--- src/rtl/shot_pkg.sv ---
// Shared types, constants and the launch-speed scaling helper for the shot sequencer.
package shot_pkg;

   localparam int ANGLE_STEPS   = 16;
   localparam int DIR_FRAC_BITS = 6;
   localparam int ANGLE_W       = $clog2(ANGLE_STEPS);

   typedef enum logic [2:0] {
      S_AIM      = 3'd0,
      S_CHARGE   = 3'd1,
      S_FIRE     = 3'd2,
      S_ROLLING  = 3'd3,
      S_TURN_END = 3'd4
   } seq_state_t;

   // power (unsigned) times a Q6 direction component, floored back to pixels/64.
   function automatic logic signed [10:0] shot_scale(input logic [7:0] pw,
                                                     input logic signed [7:0] dir);
      logic signed [16:0] prod;
      prod = 17'(signed'({1'b0, pw})) * 17'(dir);
      return 11'(prod >>> DIR_FRAC_BITS);
   endfunction

endpackage

--- src/rtl/shot_sequencer_if.sv ---
// Keypad / ball-motion side signals of the shot sequencer.
interface shot_sequencer_if;

   logic                            startOfFrame;
   logic                            keyRotL;
   logic                            keyRotR;
   logic                            keyShoot;
   logic signed [10:0]              ballXspeed;
   logic signed [10:0]              ballYspeed;
   logic [shot_pkg::ANGLE_W-1:0]    angleIdx;
   logic [7:0]                      power;
   logic                            loadSpeed;
   logic signed [10:0]              shotXspeed;
   logic signed [10:0]              shotYspeed;
   logic                            forceStop;
   logic                            rolling;
   logic                            player;
   logic [7:0]                      shotCount;
   logic [2:0]                      seqState;

   modport master (
      input  startOfFrame, keyRotL, keyRotR, keyShoot, ballXspeed, ballYspeed,
      output angleIdx, power, loadSpeed, shotXspeed, shotYspeed, forceStop,
             rolling, player, shotCount, seqState
   );

   modport slave (
      output startOfFrame, keyRotL, keyRotR, keyShoot, ballXspeed, ballYspeed,
      input  angleIdx, power, loadSpeed, shotXspeed, shotYspeed, forceStop,
             rolling, player, shotCount, seqState
   );

endinterface

--- src/rtl/shot_dir_lut.sv ---
// Aim index to Q6 unit direction: round(64*cos), round(64*sin) at k*22.5 degrees.
module shot_dir_lut
   import shot_pkg::*;
(
   input  logic [ANGLE_W-1:0] angle_idx,
   output logic signed [7:0]  dir_x,
   output logic signed [7:0]  dir_y
);

   // 16-entry direction table, counter-clockwise from +X
   always_comb begin
      dir_x = 8'sd0;
      dir_y = 8'sd0;
      case (angle_idx)
         4'd0:  begin dir_x =  8'sd64; dir_y =  8'sd0;  end
         4'd1:  begin dir_x =  8'sd59; dir_y =  8'sd24; end
         4'd2:  begin dir_x =  8'sd45; dir_y =  8'sd45; end
         4'd3:  begin dir_x =  8'sd24; dir_y =  8'sd59; end
         4'd4:  begin dir_x =  8'sd0;  dir_y =  8'sd64; end
         4'd5:  begin dir_x = -8'sd24; dir_y =  8'sd59; end
         4'd6:  begin dir_x = -8'sd45; dir_y =  8'sd45; end
         4'd7:  begin dir_x = -8'sd59; dir_y =  8'sd24; end
         4'd8:  begin dir_x = -8'sd64; dir_y =  8'sd0;  end
         4'd9:  begin dir_x = -8'sd59; dir_y = -8'sd24; end
         4'd10: begin dir_x = -8'sd45; dir_y = -8'sd45; end
         4'd11: begin dir_x = -8'sd24; dir_y = -8'sd59; end
         4'd12: begin dir_x =  8'sd0;  dir_y = -8'sd64; end
         4'd13: begin dir_x =  8'sd24; dir_y = -8'sd59; end
         4'd14: begin dir_x =  8'sd45; dir_y = -8'sd45; end
         4'd15: begin dir_x =  8'sd59; dir_y = -8'sd24; end
         default: begin dir_x = 8'sd0; dir_y = 8'sd0; end
      endcase
   end

endmodule

--- src/rtl/shot_sequencer.sv ---
// Turn-level controller: aim, charge, fire, watch the ball settle, hand over the turn.
//
// state      | meaning
// -----------+-----------------------------------------------------------
// S_AIM      | rotate keys move the aim, shoot rise starts charging
// S_CHARGE   | power ramps per frame, shoot release fires (or cancels at 0)
// S_FIRE     | one cycle, loadSpeed pulses with the launch speeds
// S_ROLLING  | wait for SETTLE_FRAMES still frames or the rolling timeout
// S_TURN_END | one cycle, toggle player and count the shot
module shot_sequencer
   import shot_pkg::*;
#(
   parameter int MAX_POWER       = 240,
   parameter int POWER_STEP      = 8,
   parameter int SETTLE_FRAMES   = 15,
   parameter int MAX_ROLL_FRAMES = 600
)(
   input  logic              clk,
   input  logic              resetN,
   shot_sequencer_if.master  bus
);

   localparam int ROLL_W   = $clog2(MAX_ROLL_FRAMES + 1);
   localparam int SETTLE_W = $clog2(SETTLE_FRAMES + 1);

   seq_state_t           state_q, state_d;
   logic [ANGLE_W-1:0]   angle_q, angle_d;
   logic [7:0]           power_q, power_d;
   logic                 player_q, player_d;
   logic [7:0]           shot_cnt_q, shot_cnt_d;
   logic                 load_q, load_d;
   logic                 force_q, force_d;
   logic                 rolling_q, rolling_d;
   logic signed [10:0]   shot_x_q, shot_x_d;
   logic signed [10:0]   shot_y_q, shot_y_d;
   logic [ROLL_W-1:0]    roll_q, roll_d;
   logic [SETTLE_W-1:0]  settle_q, settle_d;
   logic [2:0]           key_q, key_d;

   logic signed [7:0]    dir_x, dir_y;
   logic                 rise_l, rise_r, rise_s, fall_s, speed_zero;
   logic [8:0]           power_inc;

   shot_dir_lut u_dir_lut (
      .angle_idx (angle_q),
      .dir_x     (dir_x),
      .dir_y     (dir_y)
   );

   // key_q holds last cycle's keys {rotL, rotR, shoot}; edges compare raw input against it
   assign key_d      = {bus.keyRotL, bus.keyRotR, bus.keyShoot};
   assign rise_l     = bus.keyRotL  & ~key_q[2];
   assign rise_r     = bus.keyRotR  & ~key_q[1];
   assign rise_s     = bus.keyShoot & ~key_q[0];
   assign fall_s     = ~bus.keyShoot & key_q[0];
   assign speed_zero = (bus.ballXspeed == 11'sd0) && (bus.ballYspeed == 11'sd0);
   assign power_inc  = {1'b0, power_q} + 9'(POWER_STEP);

   // Next-state and next-output computation; outputs are registered so they line up with state_q
   always_comb begin
      state_d    = state_q;
      angle_d    = angle_q;
      power_d    = power_q;
      player_d   = player_q;
      shot_cnt_d = shot_cnt_q;
      roll_d     = roll_q;
      settle_d   = settle_q;
      force_d    = 1'b0;
      load_d     = 1'b0;
      shot_x_d   = 11'sd0;
      shot_y_d   = 11'sd0;

      case (state_q)
         S_AIM: begin
            if (rise_l && !rise_r)
               angle_d = angle_q + 1'b1;
            else if (rise_r && !rise_l)
               angle_d = angle_q - 1'b1;
            if (rise_s) begin
               power_d = 8'd0;
               state_d = S_CHARGE;
            end
         end
         S_CHARGE: begin
            if (bus.startOfFrame)
               power_d = (power_inc > 9'(MAX_POWER)) ? 8'(MAX_POWER) : power_inc[7:0];
            // release decision deliberately uses the pre-increment power
            if (fall_s)
               state_d = (power_q == 8'd0) ? S_AIM : S_FIRE;
         end
         S_FIRE: begin
            state_d  = S_ROLLING;
            roll_d   = ROLL_W'(MAX_ROLL_FRAMES);
            settle_d = SETTLE_W'(SETTLE_FRAMES);
         end
         S_ROLLING: begin
            if (bus.startOfFrame) begin
               roll_d   = roll_q - 1'b1;
               settle_d = speed_zero ? settle_q - 1'b1 : SETTLE_W'(SETTLE_FRAMES);
               if (speed_zero && settle_q == SETTLE_W'(1)) begin
                  state_d = S_TURN_END;
               end else if (roll_q == ROLL_W'(1)) begin
                  force_d = 1'b1;
                  state_d = S_TURN_END;
               end
            end
         end
         S_TURN_END: begin
            player_d = ~player_q;
            if (shot_cnt_q != 8'hFF)
               shot_cnt_d = shot_cnt_q + 8'd1;
            power_d = 8'd0;
            state_d = S_AIM;
         end
         default: state_d = S_AIM;
      endcase

      if (state_d == S_FIRE) begin
         load_d   = 1'b1;
         shot_x_d = shot_scale(power_d, dir_x);
         shot_y_d = shot_scale(power_d, dir_y);
      end
      rolling_d = (state_d == S_ROLLING);
   end

   // State and output registers
   always_ff @(posedge clk or negedge resetN) begin
      if (!resetN) begin
         state_q    <= S_AIM;
         angle_q    <= '0;
         power_q    <= '0;
         player_q   <= 1'b0;
         shot_cnt_q <= '0;
         load_q     <= 1'b0;
         force_q    <= 1'b0;
         rolling_q  <= 1'b0;
         shot_x_q   <= '0;
         shot_y_q   <= '0;
         roll_q     <= '0;
         settle_q   <= '0;
         key_q      <= '0;
      end else begin
         state_q    <= state_d;
         angle_q    <= angle_d;
         power_q    <= power_d;
         player_q   <= player_d;
         shot_cnt_q <= shot_cnt_d;
         load_q     <= load_d;
         force_q    <= force_d;
         rolling_q  <= rolling_d;
         shot_x_q   <= shot_x_d;
         shot_y_q   <= shot_y_d;
         roll_q     <= roll_d;
         settle_q   <= settle_d;
         key_q      <= key_d;
      end
   end

   assign bus.angleIdx   = angle_q;
   assign bus.power      = power_q;
   assign bus.loadSpeed  = load_q;
   assign bus.shotXspeed = shot_x_q;
   assign bus.shotYspeed = shot_y_q;
   assign bus.forceStop  = force_q;
   assign bus.rolling    = rolling_q;
   assign bus.player     = player_q;
   assign bus.shotCount  = shot_cnt_q;
   assign bus.seqState   = state_q;

endmodule
--- src/flat_wrapper.sv ---
// flat-port wrapper written by rule: the top's interface ports become plain ports
module shot_sequencer_flat import shot_pkg::*;
#(
   parameter int MAX_POWER       = 240,
   parameter int POWER_STEP      = 8,
   parameter int SETTLE_FRAMES   = 15,
   parameter int MAX_ROLL_FRAMES = 600
)
  (clk, resetN, bus_startOfFrame, bus_keyRotL, bus_keyRotR, bus_keyShoot, bus_ballXspeed, bus_ballYspeed, bus_angleIdx, bus_power, bus_loadSpeed, bus_shotXspeed, bus_shotYspeed, bus_forceStop, bus_rolling, bus_player, bus_shotCount, bus_seqState);
  shot_sequencer_if bus_i ();
  input  logic clk;
  input  logic resetN;
  input wire logic [$bits(bus_i.startOfFrame)-1:0] bus_startOfFrame;
  input wire logic [$bits(bus_i.keyRotL)-1:0] bus_keyRotL;
  input wire logic [$bits(bus_i.keyRotR)-1:0] bus_keyRotR;
  input wire logic [$bits(bus_i.keyShoot)-1:0] bus_keyShoot;
  input wire logic [$bits(bus_i.ballXspeed)-1:0] bus_ballXspeed;
  input wire logic [$bits(bus_i.ballYspeed)-1:0] bus_ballYspeed;
  output wire logic [$bits(bus_i.angleIdx)-1:0] bus_angleIdx;
  output wire logic [$bits(bus_i.power)-1:0] bus_power;
  output wire logic [$bits(bus_i.loadSpeed)-1:0] bus_loadSpeed;
  output wire logic [$bits(bus_i.shotXspeed)-1:0] bus_shotXspeed;
  output wire logic [$bits(bus_i.shotYspeed)-1:0] bus_shotYspeed;
  output wire logic [$bits(bus_i.forceStop)-1:0] bus_forceStop;
  output wire logic [$bits(bus_i.rolling)-1:0] bus_rolling;
  output wire logic [$bits(bus_i.player)-1:0] bus_player;
  output wire logic [$bits(bus_i.shotCount)-1:0] bus_shotCount;
  output wire logic [$bits(bus_i.seqState)-1:0] bus_seqState;
  assign bus_i.startOfFrame = bus_startOfFrame;
  assign bus_i.keyRotL = bus_keyRotL;
  assign bus_i.keyRotR = bus_keyRotR;
  assign bus_i.keyShoot = bus_keyShoot;
  assign bus_i.ballXspeed = bus_ballXspeed;
  assign bus_i.ballYspeed = bus_ballYspeed;
  assign bus_angleIdx = bus_i.angleIdx;
  assign bus_power = bus_i.power;
  assign bus_loadSpeed = bus_i.loadSpeed;
  assign bus_shotXspeed = bus_i.shotXspeed;
  assign bus_shotYspeed = bus_i.shotYspeed;
  assign bus_forceStop = bus_i.forceStop;
  assign bus_rolling = bus_i.rolling;
  assign bus_player = bus_i.player;
  assign bus_shotCount = bus_i.shotCount;
  assign bus_seqState = bus_i.seqState;
  shot_sequencer #(.MAX_POWER(MAX_POWER), .POWER_STEP(POWER_STEP), .SETTLE_FRAMES(SETTLE_FRAMES), .MAX_ROLL_FRAMES(MAX_ROLL_FRAMES)) u_core (.clk(clk), .resetN(resetN), .bus(bus_i));
endmodule
--- config.mk ---
export PLATFORM = sky130hd
export DESIGN_NAME = shot_sequencer_flat
export DESIGN_NICKNAME = d
export VERILOG_FILES = /design/src/rtl/shot_pkg.sv /design/src/rtl/shot_sequencer_if.sv /design/src/rtl/shot_dir_lut.sv /design/src/rtl/shot_sequencer.sv /design/src/flat_wrapper.sv
export SDC_FILE = /design/constraint.sdc
export NUM_CORES = 1
export LEC_CHECK = 0
export CAP_MARGIN = 20
export CELL_PAD_IN_SITES_DETAIL_PLACEMENT = 1
export CELL_PAD_IN_SITES_GLOBAL_PLACEMENT = 1
export CORE_UTILIZATION = 49
export CTS_CLUSTER_DIAMETER = 80
export DETAILED_ROUTE_END_ITERATION = 10
export PLACE_DENSITY_LB_ADDON = 0.2
export SYNTH_ARGS = -nofsm -noshare
export SYNTH_HDL_FRONTEND = slang
export SYNTH_HIERARCHICAL = 1
export SYNTH_SLANG_ARGS = --single-unit
--- constraint.sdc ---
create_clock -name clk -period 8.5 [get_ports clk]
set_input_delay 2.125 -clock clk [delete_from_list [all_inputs] [get_ports clk]]
set_output_delay 2.125 -clock clk [all_outputs]
set_load 0.03 [all_outputs]
# ---- Yosys cells after proc, flatten, opt, wreduce, memory -nomap -nowiden
# Memories as Yosys holds them, arrays and structs flattened.
# Index checks and enable logic that the tools add are counted.
dict set report op_classes {
  magnitude_cmp 1
  shifts 0
  multipliers 2
  n_eq_ne 10
  div_mod_pow 0
  bitwise 9
  add_sub_neg 6
  n_mux 25
  n_reduce_logical 15
}
# op n
set ops {}
lappend ops {{$mul A9 B8 Y17} 2}
lappend ops {{$mux W8} 3}
lappend ops {{$pmux W8 S3} 1}
lappend ops {{$logic_not A11 Y1} 2}
lappend ops {{$mux W11} 2}
lappend ops {{$pmux W10 S2} 1}
lappend ops {{$mux W4} 4}
lappend ops {{$mux W3} 5}
lappend ops {{$eq A3 B2 Y1 const B} 4}
lappend ops {{$pmux W3 S4} 1}
lappend ops {{$eq A10 B1 Y1 const B} 1}
lappend ops {{$mux W10} 1}
lappend ops {{$sub A10 B1 Y10 const B} 1}
lappend ops {{$add A8 B4 Y9 const B} 1}
lappend ops {{$gt A9 B8 Y1 const B} 1}
lappend ops {{$add A8 B1 Y8 const B} 1}
lappend ops {{$logic_not A8 Y1} 1}
lappend ops {{$ne A8 B8 Y1 const B} 1}
lappend ops {{$pmux W4 S2} 1}
lappend ops {{$sub A4 B1 Y4 const B} 2}
lappend ops {{$reduce_and A2 Y1} 3}
lappend ops {{$mux W1} 5}
lappend ops {{$not A1 Y1} 5}
lappend ops {{$add A4 B1 Y4 const B} 1}
lappend ops {{other kinds (10)} 18}
dict set report totals {
  latchBits 0
  out_inout_bits 49
  memories 1
  rom_bits 256
  ram_bits 0
  reg_bits 66
  elab_cells 82
  in_bits 28
}
# memory words word_bits rd rd_clocked_by_memory_dff write_ports line_no
set memory_table {}
lappend memory_table {{(name not given)} 16 16 1 0 0 shot_dir_lut.sv:14} ;# case (angle_idx)

# ---- Logic depth before layout (Yosys ltp)
dict set report logic_depth {
  ltp_word 8
  depth_mapped 22
  depth_no_buf 20
}

# ---- Cells and area by module
# The synthesis kept the hierarchy.
# mod cells_each seq_area_each_um2 instances area_per_inst_um2
set modules_own_cells {}
lappend modules_own_cells {shot_sequencer 779 1651.6 1 7206.9}
lappend modules_own_cells {shot_dir_lut 45 0.0 1 385.4}

# ---- Worst setup path after synthesis
# Ideal clock, no wire load.
dict set report synth_path {
  path_type {input to register}
  startpoint {in bus_keyShoot}
  endpoint {reg u_core.shot_x_q[9] (netlist: u_core/bus.shotXspeed[9])}
  path_slack_ns 1.482
  path_stages 19
  required_time_ns 8.364
  path_buffers 2
  setup_ns 0.136
  arrival_ns 6.883
  path_cell_list {nor2b_1 > o31ai_1 > o21ai_0 > a41oi_2 > buf_2 > and2_1 > fa_1 > fa_1 > fa_1 > inv_1 > fa_1 > inv_1 > ha_1 > nand3_1 > or3_1 > clkbuf_1 > a311oi_1 > o21ai_0 > nor3b_1}
}
dict set report synth_via {
  word_cells_on_any_way 11
  classes_between {mul (1); eq/ne (1); mux (6); bitwise (3)}
}
# item line_no
set synth_rtl {}
lappend synth_rtl {{from (decl)} flat_wrapper.sv:16} ;# input wire logic [$bits(bus_i.keyShoot)-1:0] bus_keyShoot;
lappend synth_rtl {{$and A1 B1 Y1} shot_sequencer.sv:54} ;# assign rise_s = bus.keyShoot & ~key_q[0];
lappend synth_rtl {{$mux W8} shot_sequencer.sv:79} ;# if (rise_s) begin
lappend synth_rtl {{$pmux W8 S3} shot_sequencer.sv:73} ;# case (state_q)
lappend synth_rtl {{named net u_core.power_d[5]} shot_sequencer.sv:28} ;# logic [7:0] power_q, power_d;
lappend synth_rtl {{$mul A9 B8 Y17} shot_pkg.sv:20} ;# prod = 17'(signed'({1'b0, pw})) * 17'(dir);
lappend synth_rtl {{$mux W11} shot_sequencer.sv:118} ;# if (state_d == S_FIRE) begin
lappend synth_rtl {{named net u_core.shot_x_d[9]} shot_sequencer.sv:34} ;# logic signed [10:0] shot_x_q, shot_x_d;
lappend synth_rtl {{to (signal assigned)} shot_sequencer.sv:151} ;# shot_x_q <= shot_x_d;
lappend synth_rtl {{to (decl)} shot_sequencer.sv:34}
# The timed path passes the listed nets, and every way through them passes these cells.
# A chain may end at the register's enable or synchronous reset.

# ---- Worst setup path in the final report
dict set report layout_path {
  startpoint {in bus_keyShoot}
  endpoint {reg u_core.shot_y_q[9] (netlist: u_core/bus.shotYspeed[9])}
}
dict set report layout_via {
  elab_chain_cells 6
  word_cells_on_any_way 11
  classes_between {mul (1); eq/ne (1); mux (6); bitwise (3)}
}
# item line_no
set layout_rtl {}
lappend layout_rtl {{branches (longest 5 deep; another with $mul A9 B8 Y17)} n/a}
lappend layout_rtl {{$mux W11 (*)} shot_sequencer.sv:118}
lappend layout_rtl {{named net u_core.shot_y_d[9]} shot_sequencer.sv:35} ;# logic signed [10:0] shot_y_q, shot_y_d;
lappend layout_rtl {{to (signal assigned)} shot_sequencer.sv:152} ;# shot_y_q <= shot_y_d;
lappend layout_rtl {{to (decl)} shot_sequencer.sv:35}
# Mark *: on every way through the listed nets, which the timed path passes.

==> results_dict.tcl <==
set metrics [dict create \
    status "finished, final reports clean" \
    fin_skew_ns 0.006676 \
    hold_class "flip-flop to flip-flop" \
    hold_start "u_core/bus.player$_DFFE_PN0P_" \
    grt_overflow 0 \
    grt_setup_unrepaired "false" \
    gp_congestion 0.8112 \
    setup_viol 0 \
    cts_buffers 9 \
    antenna_found_initial 0 \
    grt_pass1_vias 6832 \
    vias 6236 \
    ir_drop_mv 0.1688 \
    cts_tree "yes" \
    ctsResizeCount 0 \
    ioPinCount 77 \
    cts_setup_buffers 0 \
    cts.path.max_buffers 2 \
    cap_violations 0 \
    synth_edf_count 0 \
    crit_start "bus_keyShoot" \
    crit_fanout 17 \
    pwr_density_cell_mw_per_mm2 265.8 \
    io_buffers 76 \
    syn_area_mm2 0.007592 \
    track_usage 0.2700 \
    end_kind "flip-flop" \
    r2r_start "u_core/bus.angleIdx[1]$_DFFE_PN0P_" \
    drt_first_iter_violations 321 \
    slew_headroom 0.3207 \
    ant_nets 0 \
    ys_async_sr_fraction 1.000 \
    syn_inst 824 \
    cts.sinks 66 \
    layout_common_cells "inv_1, ha_1, and2_1, clkdlybuf4s50_1, fa_1" \
    core_mm2 0.01515 \
    area_growth_pct 16.92 \
    dieArea_mm2 0.01600 \
    final_nets 1094 \
    grt_max_degree 67 \
    worstSetupPathType "primary input to flip-flop" \
    yosysSeqAreaShare 0.2175 \
    tightest_slew_ns 1.008 \
    synth_cell_types 59 \
    h-tree-depth 3 \
    ys_warn_count 6 \
    synthesis.nets 1019 \
    worstSetupStartpointType "primary input" \
    synth_ff_type "dfrtp_1" \
    post-place-ws_ns 0.4903 \
    synth_seq_cells 66 \
    row_count 45 \
    final_common_cell "inv_1" \
    start_util 0.5013 \
    final_max_slew_viol_count 0 \
    setup_slack_ns 0.7095 \
    clk_pin_slew_worst_paths_ns 0.06 \
    fin_crit_ns 7.790 \
    tns_ns 0 \
    finalCritPeriodShare 0.9165 \
    grt_pass1_wl_mm 34.13 \
    drc_errors 0 \
    diodes 0 \
    hold_viol 0 \
    p_leak_nw 4.339 \
    drt-pass1-iter-count 4 \
    fmax_mhz 128.4 \
    wirelength_mm 19.71 \
    synth.avg_cell_area_um2 9.214 \
    cp.arrival_ns 8.00 \
    final_layout_size_suffix_gt1_frac 0.04535 \
    die_h_um 126.5 \
    wl_per_cell_um 18.05 \
    hpwl_mm 14.86 \
    cts_hold_buf 0 \
    die_w_um 126.5 \
    cp.required_ns 8.71 \
    route.detailed.vias_per_inst 5.711 \
    clk_latency_ns 0.34 \
    cts_root_buf "clkbuf_16" \
]
[registers in the layout, indices dropped and copies added, names as in the netlist]
| register | flops |
|---|---|
| u_core/bus.shotXspeed | 11 |
| u_core/bus.shotYspeed | 11 |
| u_core/roll_q | 10 |
| u_core/bus.power | 8 |
| u_core/bus.shotCount | 8 |
| u_core/bus.angleIdx | 4 |
| u_core/settle_q | 4 |
| u_core/bus.seqState | 3 |
| u_core/key_q | 3 |
| u_core/bus.forceStop | 1 |
| u_core/bus.loadSpeed | 1 |
| u_core/bus.player | 1 |
| u_core/bus.rolling | 1 |
[cells by family (layout without fill, tap and decap cells)]
kind of cell,after synthesis,count (layout),share of synthesized area
mux,16,16,0.02604
compound gates,106,106,0.09542
flops,66,66,0.2175
xor+xnor,26,26,0.02999
buf+inv,143,223,0.07399
fa+ha+maj,167,167,0.3454
simple gates,300,300,0.2116
[per-layer routing]
| layer | wire length, um | GRT usage |
|---|---|---|
| met1 | 8761 | 0.3485 |
| met2 | 9872 | 0.4625 |
| met3 | 683 | 0.04302 |
| met4 | 391 | 0.09001 |
| met5 | 0 | 0 |
[critical path, cell delays in order]
cell and delay (ns):
clkdlybuf4s50_1 0.44, nor2b_1 0.18, o31ai_1 0.54, a21o_1 0.15
a32o_1 0.54, and2_1 0.24, fa_1 0.45, fa_1 0.53
fa_1 0.56, inv_1 0.06, fa_1 0.52, inv_1 0.05
ha_1 0.37, nand3_1 0.09, or3_1 0.48, a311oi_1 0.38
o21ai_0 0.12, nor3b_1 0.15
[area by class of cell]
type	instances	area [um^2]
fill	1746	6269
multi-input combinational	615	5379
sequential	66	1652
timing repair buffer	88	845.8
inverter	119	446.7
tap	188	235.2
clock buffer	10	229.0
clock inverter	6	90.09
[power breakdown]
part / internal, W / leakage [nW] / total, W / switching, W
sequential: 0.000350 / 0.836 / 0.000401 / 0.0000510
clock: 0.000258 / 0.153 / 0.000408 / 0.000150
combinational: 0.000635 / 3.35 / 0.00155 / 0.000915
total: 0.00124 / 4.34 / 0.00236 / 0.00112
[worst paths after layout]
| check | to | slack (ns) | cells past startpoint |
|---|---|---|---|
| setup / recovery | u_core/bus.shotYspeed[9]$_DFF_PN0_ | 0.71 | 18 |
| setup reg to reg | u_core/bus.shotXspeed[9]$_DFF_PN0_ | 2.14 | 17 |
| hold reg to reg | u_core/bus.player$_DFFE_PN0P_ | 0.47 | 1 |
| min in group asynchronous | u_core/bus.seqState[0]$_DFF_PN0_ | 1.99 | 2 |
| max in group asynchronous | u_core/bus.loadSpeed$_DFF_PN0_ | 5.91 | 2 |
| hold / removal | u_core/bus.player$_DFFE_PN0P_ | 0.47 | 1 |
[synthesized netlist by cell type, types with 6 or more instances]
cell type,instances,area share
a31oi_1,6,0.0049
nor3b_1,9,0.0089
nand2b_1,13,0.011
a21o_1,12,0.012
mux2i_1,10,0.013
nor2_1,46,0.023
ha_1,96,0.16
nor3_1,29,0.019
a211oi_1,10,0.0099
clkbuf_1,12,0.0059
o21ai_0,18,0.012
or3_1,6,0.0049
xnor2_1,19,0.022
dfrtp_1,66,0.22
inv_1,119,0.059
fa_1,71,0.19
and2_1,82,0.068
nand2_1,54,0.027
xor2_1,7,0.0081
a21oi_1,23,0.015
nand3_1,25,0.016
buf_2,8,0.0053
nor4_1,6,0.0049
[stage by stage]
step	instance area, um^2	std cells	hold slack (ns)	util	total power, W
2_1_floorplan	7592	824	0.4795	-	0.001504
3_3_place_gp	8558	1076	0.4595	0.5651	0.001817
3_5_place_dp	8558	1076	0.4639	0.5651	0.001932
4_1_cts	8877	1092	0.4757	0.5861	0.002390
5_1_grt	8877	1092	0.5028	0.5861	0.002603
6_report	8877	1092	0.4709	0.5861	0.002359
Power figures use the tool's default switching activity.
